<file path="src/rtl/fir_filter_mac.sv">
// ---------------------------------------------------------------------------
// fir_filter_mac
//
// Time-multiplexed FIR filter. Each accepted sample enters a TAPS-deep delay
// line, and one shared multiply-accumulate unit then steps over every tap,
// one tap per clock. The finished sum is formatted and presented on out_data
// together with a one-cycle out_valid strobe. Coefficients can be rewritten
// at run time, but only while the filter is idle. This keeps them stable for
// the whole of a computation.
//
// Optional build macro:
//   FIR_MAC_ROUND_SAT_EN  - round half-up before the output shift and
//                           saturate to the signed OUT_W range. Without it
//                           the output is a truncating shift that wraps.
//
// Ports:
//   clock       rising-edge clock
//   reset       asynchronous active-low reset
//   in_data     signed input sample (DATA_W)
//   in_valid    in_data is valid
//   in_ready    block can accept a sample this cycle (IDLE only)
//   coef_we     coefficient write strobe (honoured in IDLE only)
//   coef_addr   coefficient index
//   coef_wdata  signed coefficient value (COEF_W)
//   out_data    signed filter result (OUT_W), held until the next result
//   out_valid   single-cycle result strobe
//   busy        high while the MAC runs and during the result cycle
// ---------------------------------------------------------------------------
module fir_filter_mac #(
   parameter int TAPS   = 32,
   parameter int DATA_W = 10,
   parameter int COEF_W = 8,
   parameter int ACC_W  = DATA_W + COEF_W + $clog2(TAPS),
   parameter int OUT_W  = 17,
   parameter int SHIFT  = 0
) (
   input  logic                     clock,
   input  logic                     reset,
   input  logic signed [DATA_W-1:0] in_data,
   input  logic                     in_valid,
   output logic                     in_ready,
   input  logic                     coef_we,
   input  logic [$clog2(TAPS)-1:0]  coef_addr,
   input  logic signed [COEF_W-1:0] coef_wdata,
   output logic signed [OUT_W-1:0]  out_data,
   output logic                     out_valid,
   output logic                     busy
);

   localparam int K_W   = $clog2(TAPS);
   localparam int P_W   = DATA_W + COEF_W;
   // One spare bit above the wider of accumulator/output, so that the
   // rounding add can never overflow the formatting arithmetic.
   localparam int EXT_W = ((ACC_W > OUT_W) ? ACC_W : OUT_W) + 1;
   localparam logic [K_W-1:0] K_LAST = K_W'(TAPS - 1);

   typedef enum logic [1:0] {IDLE, MAC, DONE} state_t;

   state_t state;
   state_t state_next;

   logic signed [DATA_W-1:0] x [TAPS];
   logic signed [COEF_W-1:0] h [TAPS];
   logic [K_W-1:0]           k;
   logic signed [ACC_W-1:0]  acc;
   logic signed [ACC_W-1:0]  acc_sum;
   logic signed [P_W-1:0]    prod;
   logic signed [EXT_W-1:0]  acc_ext;
   logic signed [EXT_W-1:0]  shifted;
   logic signed [OUT_W-1:0]  fmt_result;
   logic                     accept;

   assign accept = in_valid & in_ready;

   // The state register. An asynchronous reset drops any computation that is
   // in progress, so a result strobe can never follow a reset.
   always_ff @(posedge clock or negedge reset) begin
      if (!reset) begin
         state <= IDLE;
      end else begin
         state <= state_next;
      end
   end

   // Next-state and handshake outputs. in_ready is only high in IDLE. A
   // sample offered during MAC/DONE is therefore left with the source.
   always_comb begin
      state_next = state;
      in_ready   = 1'b0;
      busy       = 1'b0;
      out_valid  = 1'b0;
      case (state)
         IDLE: begin
            in_ready = 1'b1;
            if (in_valid) begin
               state_next = MAC;
            end
         end
         MAC: begin
            busy = 1'b1;
            if (k == K_LAST) begin
               state_next = DONE;
            end
         end
         DONE: begin
            busy       = 1'b1;
            out_valid  = 1'b1;
            state_next = IDLE;
         end
         default: begin
            state_next = IDLE;
         end
      endcase
   end

   // Delay line. x[0] always holds the newest accepted sample.
   always_ff @(posedge clock or negedge reset) begin
      if (!reset) begin
         for (int i = 0; i < TAPS; i++) begin
            x[i] <= '0;
         end
      end else if (state == IDLE && accept) begin
         x[0] <= in_data;
         for (int i = 1; i < TAPS; i++) begin
            x[i] <= x[i-1];
         end
      end
   end

   // Coefficient bank. It is writable only in IDLE, so a write that lands
   // together with a sample accept is already in place for that computation.
   always_ff @(posedge clock or negedge reset) begin
      if (!reset) begin
         for (int i = 0; i < TAPS; i++) begin
            h[i] <= '0;
         end
      end else if (state == IDLE && coef_we && (int'(coef_addr) < TAPS)) begin
         h[coef_addr] <= coef_wdata;
      end
   end

   // Shared multiplier. Both operands are sign-extended to the product width
   // first. The product is then sign-extended again into the accumulator.
   always_comb begin
      prod    = P_W'(h[k]) * P_W'(x[k]);
      acc_sum = acc + ACC_W'(prod);
   end

`ifdef FIR_MAC_ROUND_SAT_EN
   localparam int RND_POS = (SHIFT > 0) ? SHIFT - 1 : 0;
   localparam logic signed [EXT_W-1:0] RND_ADD =
      (SHIFT > 0) ? (EXT_W'(1) << RND_POS) : '0;
   localparam logic signed [EXT_W-1:0] SAT_MAX =
      EXT_W'({1'b0, {(OUT_W-1){1'b1}}});
   localparam logic signed [EXT_W-1:0] SAT_MIN = ~SAT_MAX;

   // Output formatting: round half-up, shift arithmetically, then clamp to
   // the signed output range.
   always_comb begin
      acc_ext = EXT_W'(acc_sum);
      shifted = (acc_ext + RND_ADD) >>> SHIFT;
      if (shifted > SAT_MAX) begin
         fmt_result = OUT_W'(SAT_MAX);
      end else if (shifted < SAT_MIN) begin
         fmt_result = OUT_W'(SAT_MIN);
      end else begin
         fmt_result = OUT_W'(shifted);
      end
   end
`else
   // Output formatting: arithmetic shift, then keep the low OUT_W bits.
   // Out-of-range results wrap.
   always_comb begin
      acc_ext    = EXT_W'(acc_sum);
      shifted    = acc_ext >>> SHIFT;
      fmt_result = OUT_W'(shifted);
   end
`endif

   // MAC sequencing. The final tap's product goes straight into out_data
   // through acc_sum, so MAC lasts exactly TAPS cycles. k returns to 0 after
   // the last tap, so the multiplier never sees an index outside the arrays.
   always_ff @(posedge clock or negedge reset) begin
      if (!reset) begin
         acc      <= '0;
         k        <= '0;
         out_data <= '0;
      end else begin
         case (state)
            IDLE: begin
               if (accept) begin
                  acc <= '0;
                  k   <= '0;
               end
            end
            MAC: begin
               acc <= acc_sum;
               if (k == K_LAST) begin
                  k        <= '0;
                  out_data <= fmt_result;
               end else begin
                  k <= k + K_W'(1);
               end
            end
            default: begin
            end
         endcase
      end
   end

endmodule

</file>
<file path="config.mk">
export PLATFORM = sky130hd
export DESIGN_NAME = fir_filter_mac
export DESIGN_NICKNAME = d
export VERILOG_FILES = /design/src/rtl/fir_filter_mac.sv
export SDC_FILE = /design/constraint.sdc
export NUM_CORES = 1
export LEC_CHECK = 0
export CAP_MARGIN = 10
export CORE_UTILIZATION = 55
export DETAILED_ROUTE_END_ITERATION = 7
export GPL_TIMING_DRIVEN = 1
export PLACE_DENSITY = 0.72
export SLEW_MARGIN = 30
export SYNTH_ARGS = -nofsm -noshare
export SYNTH_HDL_FRONTEND = slang
export SYNTH_SLANG_ARGS = --single-unit
export TNS_END_PERCENT = 100
</file>
<file path="constraint.sdc">
create_clock -name clock -period 9.1 [get_ports clock]
set_input_delay 0.91 -clock clock [delete_from_list [all_inputs] [get_ports clock]]
set_output_delay 0.91 -clock clock [all_outputs]
set_load 0.02 [all_outputs]
</file>
==> run summary, run 1 <==
The tools report the buffer count from post-CTS setup fixing as 0. The worst register-to-register path has a depth of 22. The most congested layer reported by global routing is met2. The weighted congestion reported at the end of routability-driven placement is 0.842, and the number of top-level pins is 47.

For the count of H-tree levels built during CTS, the log shows 3. Power spread over the standard cell area amounts to 408 nW/um^2. The number of placement rows is 86, and the placed instance count is 2,693. The number of pins exceeding their max-slew limit in the final report was 0; the count of fill cells added during filler insertion was 4,050.

The logs give 50.1% for the fraction of the yosys area taken by sequential cells and 0 for the total of warnings raised by yosys. Detailed routing inserted a total of 16,700 vias. Capture point of the worst reg-to-reg path: out_data[16]$_DFFE_PN0P_. For the final database, setup skew stands at 0.0233 ns. Library cell with the highest instance count after synthesis: dfrtp_1. Via count of the first global-routing pass: 18,300. Global routing consumed, on the met2 layer, 37.9% of the routing resources. Once layout is complete, the utilization of the core stands at 61.9%. Setup repair after global routing left no endpoint under its margin. STA classifies the critical path endpoint as a register.

The number of antenna cells inserted was 0; the global routing met3 resource utilization was 3.70%. After clock tree synthesis, the clock-pin slew on the worst setup and hold paths is 0.06 ns. The critical path is of the reg2reg type. The slew at the pin closest to its max-slew limit is 0.953 ns, and the count of flip-flops with a built-in enable after synthesis is 0. In this run the horizontal extent of the chip is 239 um. For the worst-skew pair, the clock arrives at the later sink with an insertion delay of 0.60 ns. Cell repeated most along the worst path: fa_1. The number of clock buffers inserted by TritonCTS is 67.

The tree built by TritonCTS fans out to 617 sinks. Source of the worst register-to-register timing path: k[0]$_DFFE_PN0P_. For this run, the detailed router's first-pass iteration total came to 6.

Measured along the y axis, the die boundary spans 239 um. The tools report the starting density of the core as 55.8%. The number of nets in the synthesized netlist was 2,146; the normalized max-slew margin was 36.2%. The wire length of the first global-routing pass is 103 mm, and the share of the clock period used by the worst path is 81.3%.

The post-synthesis to final-layout area growth came out at 10.8%. The run gives 203 as the largest net degree at the start of global routing. In the synthesized netlist the dominant register cell turns out to be dfrtp_1. The cell count after synthesis came out at 1,996. Summed over all instances, the cell type with the most area after synthesis is dfrtp_1. After synthesis the cells add up to 30,800 um^2. For the number of DRC violations after detailed routing, the log shows 0.

The logs give 57,000 um^2 for the total die area and 9.54 ns for the required time reported for the critical path endpoint. The total of max-cap violations was 0; the fraction of layout cells with a size suffix above 1 was 45.0%. The routed length per instance was 21.9 um; the synthesized area per cell was 15.4 um^2. Static timing analysis puts the maximum clock frequency at 0.135 GHz.

Combined buffer and inverter count along the critical path: 3. The register bit count reported by yosys works out to 617. After synthesis, the most frequently instantiated cells are 617 x dfrtp_1, 596 x mux2_2, 170 x mux4_2, 85 x clkbuf_1, 80 x fa_1. Yosys mapped the design onto 50 distinct sky130hd cell types. Traced cell by cell, the critical path runs through buf_12 > mux4_2 > mux4_2 > mux2i_2 > nor2_1 > fa_1 > inv_1 > fa_1 > inv_1 > fa_1 > fa_1 > fa_1 > ha_1 > a211oi_1 > o21ai_0 > nand4_1 > nand3_1 > o21ai_0 > nand2b_1 > a21oi_1 > xnor2_1 > o21ai_1. The count of buffers from port buffering is 46. Once the clock tree was built, the resizer swapped 0 gates to a different size. The area of the core is 55,200 um^2, and the hold-fix buffer count after cts is 0.

The reported leakage power came out at 0.0156 uW. Yosys attributes the largest share of cell area to dfrtp_1 50%, mux2_2 22%, mux4_2 12%. The tools report the overall fraction of global-route tracks in use as 23.3%.

The tightest min-delay check is of the in2async type. For the remaining antenna violation count after routing, the log shows 0. For this run the aggregate overflow at the end of global routing stands at 0. TritonCTS built the clock tree. The worst setup slack for register-to-register paths was 1.70 ns; the setup TNS after final layout was 0 ns. The worst setup path is launched from a register. The violation count after the first detailed-route iteration was 1,057; the detailed-placement wirelength estimate was 39.8 mm. Data on the critical path arrives at its endpoint at 7.84 ns.

The completed layout was analyzed and its total power is 13,900 uW. Among cell families on the critical path, the largest total delay comes from adder cells. Setup violations remaining at the end of the flow were counted as 0. The initial antenna violation count is 0, and the area fraction of the dominant cell type after synthesis is 50.1%. Global routing used 32.6% of the available met1 tracks. The flow ran to the end, and the final reports show no timing, DRC or antenna violations. Clock tree root buffer cell: clkbuf_16. The number of vias per cell is 5.93, and the largest vdd supply drop is 0.468 mV. The longest clock path from root to sink contains 3 buffers.

Along the worst path, the maximum fanout reaches 31. The longest individual stage delay on the worst path is 0.86 ns, and the minimum clock period after layout is 7.40 ns. Counting flops with an async set or reset pin after synthesis yields a share of 100%. The finished layout holds 2,813 standard cells, fillers aside.

For this run, the post-layout net count is 2,167. The logs give 0 for the final number of hold-violating endpoints and 61.6 mm for the final routed wirelength across all metal layers. On the critical path, the stage with the largest delay is an instance of dfrtp_4.
## stage by stage
step                      setup slack, ns  hold WS (ns)  area, um^2
final                                1.70         0.330       34200
after global routing                 1.25         0.394       34200
after CTS                            1.65         0.367       34100
after detailed placement             1.69         0.474       31900
after global placement               1.73         0.470       31900
after floorplan                      2.65         0.450       30800
## worst max path at each step
stage | start | endpoint | depth (start not counted)
finish | k[0]$_DFFE_PN0P_ | out_data[16]$_DFFE_PN0P_ | 22
CTS | k[0]$_DFFE_PN0P_ | out_data[16]$_DFFE_PN0P_ | 22
global placement | k[0]$_DFFE_PN0P_ | out_data[16]$_DFFE_PN0P_ | 22
detailed placement | k[0]$_DFFE_PN0P_ | out_data[16]$_DFFE_PN0P_ | 22
global route | k[0]$_DFFE_PN0P_ | out_data[16]$_DFFE_PN0P_ | 22
floorplan | k[0]$_DFFE_PN0P_ | out_data[16]$_DFFE_PN0P_ | 27
## placed cells by master (no fill, tap or decap), types with 11 or more instances in the layout
cell type	instances
inv_1	73
nand2_1	31
a21oi_1	13
clkbuf_1	26
nor3_1	11
a22o_1	17
or2_2	11
nand2b_1	20
buf_4	14
mux2_2	596
dfrtp_1	612
o21ai_0	12
nor2b_1	15
fa_1	80
xnor2_1	21
nor2_1	62
clkbuf_16	70
clkdlybuf4s50_1	39
ha_1	43
mux4_2	170
## state kept, by name, indices dropped and copies added (netlist names)
register and flops:
k 5, h 256, out_data 17, x 320, acc 17, state 2
## layout make-up
cell class / count / area, um^2 / share of cell area (%)
clock buffer: 104 / 1960 / 5.74
clock inverter: 13 / 183 / 0.535
sequential: 617 / 15500 / 45.3
tap: 748 / 936 / 2.74
multi-input combinational: 1185 / 14600 / 42.7
inverter: 75 / 282 / 0.824
timing repair buffer: 71 / 766 / 2.24
## kinds of logic after synthesis
group | Yosys count | share of synthesized area, %
mux | 784 | 35.1
flops | 617 | 50.1
buf+inv | 194 | 2.70
simple gates | 192 | 3.10
fa+ha+maj | 123 | 6.94
compound gates | 63 | 1.36
xor+xnor | 23 | 0.654
## where the power goes
| part | switching, uW | internal, uW | total, uW |
|---|---|---|---|
| registers | 593 | 3530 | 4130 |
| clock network | 1080 | 1590 | 2670 |
| logic | 3570 | 3580 | 7150 |
| total | 5240 | 8710 | 13900 |
## routing by layer
metal / wire length [um] / share of wire, % / up-vias
met5: 0 / 0 / -
met4: 1480 / 2.4 / 0
met3: 1980 / 3.2 / 91
met2: 30600 / 50 / 246
met1: 27500 / 45 / 9029
li1: - / - / 7317
Power figures use the tool's default switching activity.
==> run 2: changes to the inputs <==
Clock period 9.1 ns to 7.1 ns, I/O delays scaled along.
==> run 2 against run 1 <==
- register-to-register slack got worse by 1.3 ns
- hold slack worse by 0.32 ns
- critical path depth shrank 2
- critical endpoint is now out_data[15]$_DFFE_PN0P_
- wire length rose by 3.4%
- core utilization up 1.4 points
- sequential cell count unchanged
- fmax up 9.8%
==> run summary, run 2 (same netlist as run 1, synthesis figures left out) <==
The flow ran to the end, and the final reports show no timing, DRC or antenna violations. The library cells used most frequently in the layout, excluding fill and tap cells, are 612 x dfrtp_1, 596 x mux2_2, 170 x mux4_2. The detailed-placement wirelength estimate was 41.3 mm (+3.8%); the fraction of layout cells with a size suffix above 1 was 47.0% (+2.0 points). The number of antenna cells inserted is 0 (unchanged), and the reported leakage power is 0.0160 uW (+2.6%). The slew at the pin closest to its max-slew limit was 1.02 ns (+0.0688 ns); the routed length per instance was 22.3 um (+1.8%). Worst setup slack before clock tree synthesis: 0.132 ns (-1.56 ns).

x holds more flip-flops than any other register. For the largest vdd supply drop, the log shows 0.644 mV (+38%). The number of clock sinks seen by CTS is 617 (unchanged), and the placed instance count is 2,723 (+1.1%). The min-delay analysis places its worst path in the category in2async. The final worst slack was 0.361 ns (-1.34 ns); the flip-flop count of the largest register after layout was 320 (unchanged). The run gives 0 (unchanged) as the final number of hold-violating endpoints. The number of clock buffers inserted by TritonCTS is 68 (+1.5%), and the minimum clock period after layout is 6.74 ns (-0.657 ns). The run gives 0 (unchanged) as the number of DRC violations after detailed routing. Die width: 239 um (unchanged). The remaining antenna violation count after routing was 0 (unchanged). The worst register-to-register path begins at k[0]$_DFFE_PN0P_. The largest net degree at the start of global routing was 197 (-3.0%). The clock tree skew after final layout came out at 0.0263 ns (+0.00301 ns). Setup repair after global routing left no endpoint under its margin. The number of failing setup endpoints in the final timing report was 0 (unchanged). The number of cells on the worst reg-to-reg path was 20 (-9.1%). The final routed wirelength across all metal layers is 63.7 mm (+3.4%), and the count of fill cells added during filler insertion is 3,938 (-2.8%). The capture point of the worst reg-to-reg path was out_data[15]$_DFFE_PN0P_.

The largest registers in the layout are x: 320 flops, h: 256 flops. For the end-of-flow core utilization, the log shows 63.2% (+1.4 points). Overall fraction of global-route tracks in use: 23.4% (+0.11 points). The tools report the clock latency of the later-clocked register in the worst-skew pair as 0.61 ns (about the same). The worst setup slack for register-to-register paths was 0.36 ns (-1.34 ns). The iteration count of the initial detailed-routing pass is 5 (-1). The relative contribution of sequential cells to total power is 27.9% (-1.7 points). Starting density of the core: 55.8% (unchanged). The count of buffers from port buffering is 46 (unchanged), and the switching power as a share of total power is 37.5% (about the same).

The share of the clock period used by the worst path works out to 94.9% (+14 points). The weighted congestion reported at the end of routability-driven placement came out at 0.867 (+3.0%). The library cell used most frequently in the layout, excluding fill and tap cells, is dfrtp_1.

The run gives 103 mm (+0.29%) as the wire length of the first global-routing pass. The run gives 52.0% (+0.8 points) as the combinational cell fraction of total power. The kind of critical path is reg2reg. The total number of vias came out at 17,000 (+1.6%).

The tools report the final net count as 2,209 (+1.9%). The normalized max-slew margin was 31.6% (-4.6 points); the switching component of the power was 7020 uW (+34%). Y dimension of the die: 239 um (unchanged). Relative to the synthesized area, the layout overhead comes to 13.2%.

The logs give 1,053 (-0.38%) for the violation count after the first detailed-route iteration and 20.1% (+0.9 points) for the part of the power in the clock network. The area of the core is 55,200 um^2 (unchanged). The clock-pin slew reported for the worst setup and hold paths after clock tree synthesis was 0.06 ns (about the same).

The cell internal power dissipation is 11,700 uW (+34%). Number of vias per cell: 5.93 (about the same). For the setup TNS after final layout, the log shows 0 ns (unchanged). TritonCTS built the clock tree. The largest fanout on the critical path is 33 (+6.5%), and the maximum count of clock buffers along a single path is 3 (unchanged).

The run gives 0 (unchanged) as the initial antenna violation count. The worst setup path is launched from a register. The number of placement rows is 86 (unchanged).

For the number of top-level pins, the log shows 47 (unchanged). The total of max-cap violations was 0 (unchanged). The tools report the global route total overflow as 0 (unchanged). The tools report the number of pins exceeding their max-slew limit in the final report as 0 (unchanged). The timing-limited maximum frequency is 0.148 GHz (+9.8%), and the post-route worst hold slack is 0.0110 ns (-0.319 ns). The via count of the first global-routing pass came out at 18,300 (-0.21%). STA classifies the critical path endpoint as a register.

The count of H-tree levels built during CTS was 3 (unchanged); the critical path data arrival time was 7.23 ns (-0.61 ns). Power density over the cells: 536 nW/um^2 (+31%). For the final standard cell count with taps included and fillers excluded, the log shows 2,859 (+1.6%). The required time reported for the critical path endpoint was 7.59 ns (-1.95 ns). The root buffer cell chosen for the clock tree is clkbuf_16. Total die area: 57,000 um^2 (unchanged).
run 2: changes by cell type in the layout (fill, tap and decap cells not counted), sizes merged:
cell / change
bufinv: +5
clkbuf: -10
clkinv: +9
inv: +4
clkdlybuf4s50: +1
buf: +37
run 2: metrics by stage:
| stage | total power (uW) | instance area [um^2] |
|---|---|---|
| after floorplan | 12400 | 30800 |
| after global placement | 14600 | 32200 |
| after detailed placement | 14900 | 32200 |
| after CTS | 18700 | 34600 |
| after global routing | 20100 | 34900 |
| final | 18700 | 34900 |
run 2: layer usage:
layer | vias to the layer above | share of wire (%) | GRT usage (%)
met3 | 93 | 3.6 | 3.57
met2 | 271 | 49 | 37.8
li1 | 7403 | - | -
met4 | 0 | 2.2 | 6.49
met1 | 9186 | 45 | 33.4
met5 | - | 0 | 0
run 2: cell type report:
type | count | area [um^2] | area share [%]
clock buffers | 91 | 1970 | 5.65
clock inverters | 31 | 434 | 1.24
inverters | 75 | 282 | 0.807
multi-input cells | 1185 | 14600 | 41.8
flip-flops and latches | 617 | 15500 | 44.3
well taps | 748 | 936 | 2.68
repair buffers | 112 | 1230 | 3.52
run 2: power groups by stage:
stage	Sequential (uW)	Clock (uW)	Combinational, uW
floorplan	4960	0	7420
global placement	5230	0	9330
detailed placement	5280	0	9570
CTS	5230	3820	9660
global route	5350	3970	10800
finish	5220	3760	9720
run 2: worst max path at each step:
stage                startpoint  slack (ns)  depth (start not counted)                  endpoint
2_1_floorplan  k[0]$_DFFE_PN0P_        0.65                         27  out_data[16]$_DFFE_PN0P_
3_3_place_gp   k[0]$_DFFE_PN0P_        0.32                         22  out_data[16]$_DFFE_PN0P_
3_5_place_dp   k[0]$_DFFE_PN0P_        0.13                         22  out_data[16]$_DFFE_PN0P_
4_1_cts        k[0]$_DFFE_PN0P_        0.14                         22  out_data[16]$_DFFE_PN0P_
5_1_grt        k[0]$_DFFE_PN0P_       0.007                         23  out_data[16]$_DFFE_PN0P_
6_report       k[0]$_DFFE_PN0P_        0.36                         20  out_data[15]$_DFFE_PN0P_
run 2: what timing repair did:
action                                  CTS  global route
endpoints found under the hold margin     0             0
gates resized for setup                   0             8
hold buffers                              0             0
endpoints found under the setup margin    0             6
buffers inserted                          0             8
run 2: critical path, stage by stage (launching register included):
cell and delay (ns):
dfrtp_4 0.55, buf_12 0.31, mux4_2 0.57, mux2i_1 0.45, o21ai_1 0.25, a21oi_2 0.25, nand2b_1 0.19, fa_1 0.44
fa_1 0.52, inv_1 0.05, fa_1 0.51, fa_1 0.45, fa_1 0.48, ha_1 0.35, nor2b_1 0.15, o21ai_0 0.14
a211oi_1 0.33, nor2_1 0.10, a21oi_1 0.16, xor2_1 0.10, mux2_2 0.26
==> run 3: changes to the inputs <==
Settings changed: HOLD_SLACK_MARGIN set to 0.06.
==> run 3 against run 2 <==
- core utilization about the same
- non-clock buffer count up 1
- clock-buffer cell count unchanged
- wire length up 0.11%
- hold slack better by 0.49 ns
- clock power about the same
==> run summary, run 3 (same netlist as run 1, synthesis figures left out) <==
The die width works out to 239 um (unchanged). The part of the power in the clock network was 20.1% (about the same). The remaining antenna violation count after routing was 0 (unchanged). The tools report the relative contribution of sequential cells to total power as 27.9% (about the same). The normalized max-slew margin was 31.2% (-0.43 points); the switching component of the power was 7020 uW (about the same). The flow ran to the end, and the final reports show no timing, DRC or antenna violations. Ranked by flip-flop count, first place goes to x.

The largest net degree at the start of global routing is 197 (unchanged), and the required time reported for the critical path endpoint is 7.59 ns (about the same). Clock-pin slew reported for the worst setup and hold paths after clock tree synthesis: 0.06 ns (about the same). CTS placed an instance of clkbuf_16 at the clock tree root. The largest registers in the layout are x: 320 flops, h: 256 flops. The largest vdd supply drop was 0.643 mV (-0.23%). The total of max-cap violations was 0 (unchanged). The cell that appears most often on the critical path is fa_1.

The critical path goes through buf_4 > mux4_2 > mux4_2 > mux2i_4 > buf_4 > nor2_1 > fa_1 > inv_1 > fa_1 > inv_1 > fa_1 > fa_1 > fa_1 > ha_1 > nor2b_1 > o21ai_0 > a211oi_1 > nor2_1 > a21oi_1 > xor2_1 > mux2_2. Leaving out fill and tap cells, the most frequent cell in the layout is dfrtp_1. The number of antenna cells inserted is 0 (unchanged), and the y dimension of the die is 239 um (unchanged).

The overall fraction of global-route tracks in use was 23.4% (unchanged); the weighted congestion reported at the end of routability-driven placement was 0.867 (unchanged). The area of the core is 55,200 um^2 (unchanged), and the reported leakage power is 0.0160 uW (about the same). The starting density of the core was 55.8% (unchanged).

The longest individual stage delay on the worst path came out at 0.66 ns (+0.09 ns). The run gives 1,061 (+0.76%) as the violation count after the first detailed-route iteration. The slew at the pin closest to its max-slew limit works out to 1.03 ns (+0.00636 ns).

The tools report the global route total overflow as 0 (unchanged). The tools report the final standard cell count with taps included and fillers excluded as 2,860 (+0.035%). TritonCTS built the clock tree. For the maximum count of clock buffers along a single path, the log shows 3 (unchanged).

Cell internal power dissipation: 11,700 uW (about the same). The total die area came out at 57,000 um^2 (unchanged). Number of clock buffers inserted by TritonCTS: 68 (unchanged). The logs give 7.20 ns (-0.03 ns) for the critical path data arrival time and 5 (unchanged) for the iteration count of the initial detailed-routing pass.

The placed instance count was 2,723 (unchanged). The flip-flop count of the largest register after layout is 320 (unchanged). The logs give 47 (unchanged) for the number of top-level pins and 0.61 ns (about the same) for the clock latency of the later-clocked register in the worst-skew pair. The power density over the cells works out to 535 nW/um^2 (about the same). The worst setup path is launched from a register. The kind of path behind the tightest hold check was reg2reg. The final routed wirelength across all metal layers is 63.8 mm (+0.11%). The number of cells on the worst reg-to-reg path is 21 (+5.0%), and the count of fill cells added during filler insertion is 3,937 (-0.025%).

Setup repair after global routing left no endpoint under its margin. The run gives 617 (unchanged) as the number of clock sinks seen by CTS. The critical path in this run is classified as reg2reg.

The largest fanout on the critical path is 20 (-39%). In the layout the commonest cells are 612 x dfrtp_1, 596 x mux2_2, 170 x mux4_2. The slowest stage of the critical path is the dfrtp_4 cell.

The number of DRC violations after detailed routing is 0 (unchanged), and the switching power as a share of total power is 37.5% (about the same). The count of buffers from port buffering is 46 (unchanged), and the number of placement rows is 86 (unchanged). Hold-critical path depth: 2. Count of H-tree levels built during CTS: 3 (unchanged). The number of vias per cell was 5.95 (+0.26%); the combinational cell fraction of total power was 52.0% (about the same).

The via count of the first global-routing pass came out at 18,300 (unchanged). The number of failing setup endpoints in the final timing report came out at 0 (unchanged). The final net count is 2,210 (+0.045%).

The clock tree skew after final layout was 0.0262 ns (-0.000101 ns); the final number of hold-violating endpoints was 0 (unchanged). The number of pins exceeding their max-slew limit in the final report is 0 (unchanged). The wire length of the first global-routing pass came out at 103 mm (unchanged). The tools report the setup TNS after final layout as 0 ns (unchanged). The run gives 0.149 GHz (+0.32%) as the timing-limited maximum frequency.

Minimum clock period after layout: 6.72 ns (-0.0218 ns). The routed length per instance is 22.3 um (about the same), and the total number of vias is 17,000 (+0.29%). The post-synthesis to final-layout area growth is 13.3% (about the same), and the share of the clock period used by the worst path is 94.6% (-0.31 points). The worst setup path is captured at a register. The tools report the detailed-placement wirelength estimate as 41.3 mm (unchanged).

The fraction of layout cells with a size suffix above 1 works out to 47.0% (about the same). The initial antenna violation count was 0 (unchanged).
## run 3: cell types whose count changed in the layout (fill, tap and decap cells not counted)
cell,previous run,this run
dlygate4sd3_1,0,1
## run 3: final timing paths
check	startpoint	end	slack (ns)
max	k[1]$_DFFE_PN0P_	out_data[15]$_DFFE_PN0P_	0.38
min	out_data[6]$_DFFE_PN0P_	out_data[6]$_DFFE_PN0P_	0.50
max reg2reg	k[1]$_DFFE_PN0P_	out_data[15]$_DFFE_PN0P_	0.38
min reg2reg	out_data[6]$_DFFE_PN0P_	out_data[6]$_DFFE_PN0P_	0.50
max in group asynchronous	reset	out_data[4]$_DFFE_PN0P_	4.78
min in group asynchronous	reset	x[72]$_DFFE_PN0P_	0.63
## run 3: power by group through the flow
stage | clock, uW | sequential, uW | combinational (uW)
final | 3760 | 5220 | 9720
after global routing | 3970 | 5350 | 10800
after CTS | 3820 | 5230 | 9660
after detailed placement | 0 | 5280 | 9570
after global placement | 0 | 5230 | 9330
after floorplan | 0 | 4960 | 7420
## run 3: cell type report
type	count	area [um^2]	share of cell area [%]
clock buffers	91	1970	5.64
well taps	748	936	2.68
flip-flops and latches	617	15500	44.3
inverters	75	282	0.806
clock inverters	31	434	1.24
repair buffers	113	1240	3.55
multi-input cells	1185	14600	41.8
## run 3: metal layers
layer	vias up	wire (um)	global-route usage [%]	part of all wire [%]
met1	9230	28800	33.4	45
met4	0	1390	6.49	2.2
met3	91	2320	3.57	3.6
li1	7399	-	-	-
met2	283	31300	37.8	49
met5	-	0	0	0
## run 3: worst max-delay path: cells and delay by family, from the launching register on
| kind | cells | cell delay, ns |
|---|---|---|
| muxes | 4 | 1.37 |
| AOI/OAI and AO/OA | 3 | 0.54 |
| adders and majority gates | 6 | 2.81 |
| and+or+nand+nor | 3 | 0.36 |
| buffers and inverters | 4 | 0.70 |
| DFF | 1 | 0.66 |
| xor gates and xnor gates | 1 | 0.16 |
## run 3: metrics by stage
stage	power, uW	cell area, um^2	hold WS [ns]	utilization [%]	worst slack, ns
3_3_place_gp	14600	32200	0.473	58.4	0.325
4_1_cts	18700	34600	0.242	62.7	0.143
3_5_place_dp	14900	32200	0.486	58.4	0.132
5_1_grt	20100	34900	0.519	63.3	0.00743
6_report	18700	34900	0.496	63.3	0.383
2_1_floorplan	12400	30800	0.414	-	0.651
## run 3: timing repair
action / in CTS / in global routing
setup endpoints to repair: 0 / 6
gates resized for setup: 0 / 8
buffers inserted: 0 / 8
endpoints found under the hold margin: 0 / 39
hold buffers: 0 / 1
